<file path="src/rtl/io_input_debounce_pkg.sv">
// Shared constants and key-FSM encoding for the switch/key debounce block.
package io_input_debounce_pkg;

  localparam int DEFAULT_DEBOUNCE_CYCLES = 50000;
  localparam int DEFAULT_CNT_W           = 16;

  typedef enum logic {
    K_UP   = 1'b0,
    K_DOWN = 1'b1
  } key_state_e;

endpackage

</file>
<file path="src/rtl/io_input_debounce_debounce_cell.sv">
// Two-flop synchronizer followed by a stable-count debouncer of WIDTH bits.
module debounce_cell #(
  parameter int       WIDTH           = 1,
  parameter int       DEBOUNCE_CYCLES = 50000,
  parameter int       CNT_W           = 16,
  parameter bit       RESET_VAL       = 1'b0
) (
  input  logic             io_clk,
  input  logic             resetn,
  input  logic [WIDTH-1:0] raw,
  output logic [WIDTH-1:0] stable,
  output logic             commit_now
);

  logic [WIDTH-1:0] sync1;
  logic [WIDTH-1:0] sync2;
  logic [WIDTH-1:0] cand;
  logic [CNT_W-1:0] cnt;

  // commit_now is combinational so the caller can act on the same edge that updates stable
  always_comb begin
    commit_now = (sync2 == cand) && (cand != stable) &&
                 (cnt == CNT_W'(DEBOUNCE_CYCLES - 1));
  end

  always_ff @(posedge io_clk) begin
    if (!resetn) begin
      sync1  <= {WIDTH{RESET_VAL}};
      sync2  <= {WIDTH{RESET_VAL}};
      cand   <= {WIDTH{RESET_VAL}};
      stable <= {WIDTH{RESET_VAL}};
      cnt    <= '0;
    end else begin
      sync1 <= raw;
      sync2 <= sync1;
      if (sync2 == stable) begin
        cand <= stable;
        cnt  <= '0;
      end else if (sync2 != cand) begin
        cand <= sync2;
        cnt  <= '0;
      end else if (commit_now) begin
        stable <= cand;
        cnt    <= '0;
      end else begin
        cnt <= cnt + 1'b1;
      end
    end
  end

endmodule

</file>
<file path="src/rtl/io_input_debounce.sv">
// Debounced slide-switch operands and a toggling mode flag driven by a pushbutton.
module io_input_debounce
  import io_input_debounce_pkg::*;
#(
  parameter int DEBOUNCE_CYCLES = DEFAULT_DEBOUNCE_CYCLES,
  parameter int CNT_W           = DEFAULT_CNT_W
) (
  input  logic        io_clk,
  input  logic        resetn,
  input  logic [9:0]  sw,
  input  logic        key_mode,
  output logic [31:0] in_port0,
  output logic [31:0] in_port1,
  output logic        and_model,
  output logic        in_changed,
  output logic        key_press
);

  logic [9:0] sw_stable;
  logic       sw_commit;
  logic [0:0] key_stable;
  logic       key_commit;
  key_state_e key_state;

  debounce_cell #(
    .WIDTH          (10),
    .DEBOUNCE_CYCLES(DEBOUNCE_CYCLES),
    .CNT_W          (CNT_W),
    .RESET_VAL      (1'b0)
  ) u_sw_cell (
    .io_clk    (io_clk),
    .resetn    (resetn),
    .raw       (sw),
    .stable    (sw_stable),
    .commit_now(sw_commit)
  );

  debounce_cell #(
    .WIDTH          (1),
    .DEBOUNCE_CYCLES(DEBOUNCE_CYCLES),
    .CNT_W          (CNT_W),
    .RESET_VAL      (1'b1)
  ) u_key_cell (
    .io_clk    (io_clk),
    .resetn    (resetn),
    .raw       (key_mode),
    .stable    (key_stable),
    .commit_now(key_commit)
  );

  assign in_port0 = {27'b0, sw_stable[4:0]};
  assign in_port1 = {27'b0, sw_stable[9:5]};

  always_ff @(posedge io_clk) begin
    if (!resetn) begin
      in_changed <= 1'b0;
    end else begin
      in_changed <= sw_commit;
    end
  end

  // Only the press (commit of 0) toggles the mode; release just re-arms the FSM
  always_ff @(posedge io_clk) begin
    if (!resetn) begin
      key_state <= K_UP;
      key_press <= 1'b0;
      and_model <= 1'b0;
    end else begin
      key_press <= 1'b0;
      case (key_state)
        K_UP: begin
          if (key_commit && key_stable[0]) begin
            key_state <= K_DOWN;
            key_press <= 1'b1;
            and_model <= ~and_model;
          end
        end
        K_DOWN: begin
          if (key_commit && !key_stable[0]) begin
            key_state <= K_UP;
          end
        end
        default: key_state <= K_UP;
      endcase
    end
  end

endmodule

</file>
<file path="config.mk">
export PLATFORM = sky130hd
export DESIGN_NAME = io_input_debounce
export DESIGN_NICKNAME = d
export VERILOG_FILES = /design/src/rtl/io_input_debounce_pkg.sv /design/src/rtl/io_input_debounce_debounce_cell.sv /design/src/rtl/io_input_debounce.sv
export SDC_FILE = /design/constraint.sdc
export NUM_CORES = 1
export LEC_CHECK = 0
export BUFFER_PORTS_ARGS = -buffer_cell sky130_fd_sc_hd__buf_2
export CORE_MARGIN = 2
export CORE_UTILIZATION = 45
export CTS_CLUSTER_DIAMETER = 120
export DETAILED_ROUTE_END_ITERATION = 8
export HOLD_SLACK_MARGIN = 0.08
export PLACE_DENSITY = 0.7
export SLEW_MARGIN = 20
export SYNTH_ARGS = -nofsm -noshare
export SYNTH_HDL_FRONTEND = slang
export SYNTH_SLANG_ARGS = --single-unit
</file>
<file path="constraint.sdc">
create_clock -name io_clk -period 2.74 [get_ports io_clk]
set_clock_uncertainty 0.2 [all_clocks]
set_input_delay 0.274 -clock io_clk [delete_from_list [all_inputs] [get_ports io_clk]]
set_output_delay 0.274 -clock io_clk [all_outputs]
set_load 0.01 [all_outputs]
</file>
==> results.md <==
* Status: finished clean
* HPWL after detailed placement at 3910 um
* DRT Wirelength at 5640 um
* Avg Cell Area, Syn at 9.12 um^2
* Period utilization at 81.9%
* H-tree depth at 3
* Worst Setup Start Kind: flop
* CTS buffer count at 9
* Leakage power at 1.53 nW
* Clk pin slew, worst setup/hold paths at 80 ps
* Reg power frac at 55.1%
* Synth cell types at 33
* Vias in the first global route at 2130
* Pin slew with the least headroom to its limit at 707 ps
* Antenna violations before repair at 0
* Postcts setup bufs at 0
* Cell internal pwr at 0.00165 W
* Yosys reg bits at 80
* Count of final setup violators at 0
* Worst hold path class: flop to flop
* Crit-path slowest cell: or4_1
* Root Driver: clkbuf_8
* Syn. warnings at 0
* Psw at 0.000519 W
* RSZ-0062 raised after global routing: no
* DR vias at 2377
* Place WS at 496 ps
* Final GP Congestion at 0.815
* # DRC at 0
* Pwr Total at 0.00217 W
* First-pass GRT wire length at 9560 um
* TNS Setup at 0 ps
* # rows at 32
* Worst slew margin at 52.9%
* Share of post-route cells with drive strength above 1 at 10.5%
* Crit Path Class: flop to flop
* Main flop type after synthesis: dfxtp_1
* VDD IR-drop max at 0.344 mV
* Hold slack at 219 ps
* DIE WIDTH at 93.2 um
* Pwr/cell area at 553 mW/mm^2
* Core area at 0.00773 mm^2
* Iter 0 DRT Violations at 109
* Clock sinks at 80
* Worst Path Required at 2750 ps
* GR Util All Layers at 14.2%
* Max-Cap Viols at 0
* CP max FO at 16
* Final Max Tran Viols at 0
* WL/cell at 10.5 um
* Sw frac at 23.9%
* Synth-to-Final Area Change at 9.53%
* Sequential-to-total area share from yosys stat at 44.7%
* Max Buffers Root-to-Sink at 2
* Most common cell after layout, fill and taps aside: dfxtp_1
* Buf+Inv Stages, Crit Path at 0
* CTS resizes at 0
* Pin count of the biggest net entering global routing at 56
* Fin crit period at 2240 ps
* EDFF count, synth at 0
* Antenna Nets Post-Route at 0
* Mean number of vias per cell at 4.41
* Final Hold Vio Count at 0
* FMAX at 445 MHz
* Syn Inst Count at 393
* Logic pwr share at 5.4%
* Die height at 93.2 um
* First drt pass iteration count at 4
* GRT Residual Overflow at 0
* Final #Nets at 449
* Cell taking the most area after synthesis: dfxtp_1
* Largest cells by area after synthesis: dfxtp_1, buf_4, xnor2_1
* Cell Chain, Critical Path: ha_1 > nand3_1 > or4_1 > o2111ai_2 > nor2_1
* Post-route setup slack at 495 ps
* Clock power frac at 39.6%
* Die area at 0.00869 mm^2
* CP delay by family, top: simple AND/OR/NAND/NOR gates
* I/O Pins at 80
* Synth async-reset ratio at 0%
* Cell area after synthesis at 0.00358 mm^2
* Most frequent cells in the layout: dfxtp_1, conb_1, nor2_1, nand2_1, and2_1
* Clk_lat worst skew at 350 ps
* Setup crit end kind: flop
* Crit-path max cell delay at 630 ps
* CP arrival at 2260 ps
* Hold Buf Count CTS at 12
* Port bufs at 25
* Starting density of the core at 46.4%
* # diodes at 0
* Yosys top cell area share at 44.7%
* Worst reg-to-reg setup slack at 500 ps
* CTS tree: done
power by group through the flow:
| stage | clock (W) | combinational (W) | sequential (W) |
|---|---|---|---|
| after floorplan | 0 | 0.000139 | 0.00122 |
| after global placement | 0 | 0.000101 | 0.00122 |
| after detailed placement | 0 | 0.000102 | 0.00122 |
| after CTS | 0.000892 | 0.000115 | 0.00119 |
| after global routing | 0.000942 | 0.000133 | 0.00120 |
| final | 0.000858 | 0.000116 | 0.00119 |
worst paths after layout:
check,start,endpoint,cells after the start
worst min register to register,u_key_cell.sync1$_SDFF_PN1_,u_key_cell.sync2$_SDFF_PN1_,1
worst min-delay path,u_key_cell.sync1$_SDFF_PN1_,u_key_cell.sync2$_SDFF_PN1_,1
worst max register to register,u_key_cell.cnt[0]$_SDFF_PP0_,u_key_cell.cnt[10]$_SDFF_PP0_,5
worst max-delay path,u_key_cell.cnt[0]$_SDFF_PP0_,u_key_cell.cnt[10]$_SDFF_PP0_,5
cells in the mapped netlist (all sizes together) (6+ instances only):
cell    number
and2        31
buf         59
clkbuf       6
dfxtp       80
inv          7
mux2i       12
nand2       37
nand3       14
nand4        9
nor2        49
nor3         6
nor4         6
xnor2       25
xor2        23
sequential cells by signal (all words and copies together) (netlist names), named ones only:
signal             cells
and_model              1
in_changed             1
key_press              1
u_key_cell.cand        1
u_key_cell.cnt        16
u_key_cell.stable      1
u_key_cell.sync1       1
u_key_cell.sync2       1
u_sw_cell.cand        10
u_sw_cell.cnt         16
u_sw_cell.stable      10
u_sw_cell.sync1       10
u_sw_cell.sync2       10
area by class of cell:
class                      count  area (um^2)
fill                         720         3800
multi-input combinational    294         1700
sequential                    80         1600
timing repair buffer          40          268
clock buffer                  10          128
tap                          102          128
clock inverter                 6         70.1
inverter                       7         26.3
cell families (layout without fill, tap and decap cells):
| kind of cell | Yosys count | in the layout | synth area share, % |
|---|---|---|---|
| other | 1 | 54 | 0.105 |
| DFF | 80 | 80 | 44.7 |
| muxes | 12 | 12 | 3.35 |
| and+or+nand+nor | 169 | 169 | 23.6 |
| AOI/OAI and AO/OA | 7 | 7 | 1.64 |
| xor gates and xnor gates | 48 | 48 | 11.7 |
| buffers and inverters | 72 | 63 | 13.4 |
| adders and majority gates | 4 | 4 | 1.40 |
stage by stage:
stage                     cells  area (um^2)  utilization, %
final                       539         3930            50.8
after global routing        539         3930            50.8
after CTS                   539         3930            50.8
after detailed placement    511         3610            46.7
after global placement      511         3610            46.7
after floorplan             446         3780               -
metal layers:
metal  GRT usage (%)  vias to the layer above  routed length (um)  share of wire, %
li1                -                     1243                   -                 -
met1            17.3                     1068                2620                46
met2            22.4                       57                2620                46
met3            5.24                        9                 292               5.2
met4            6.25                        0                 109               1.9
met5               0                        -                   0                 0
Note: power is estimated with default switching activity, not from simulation.
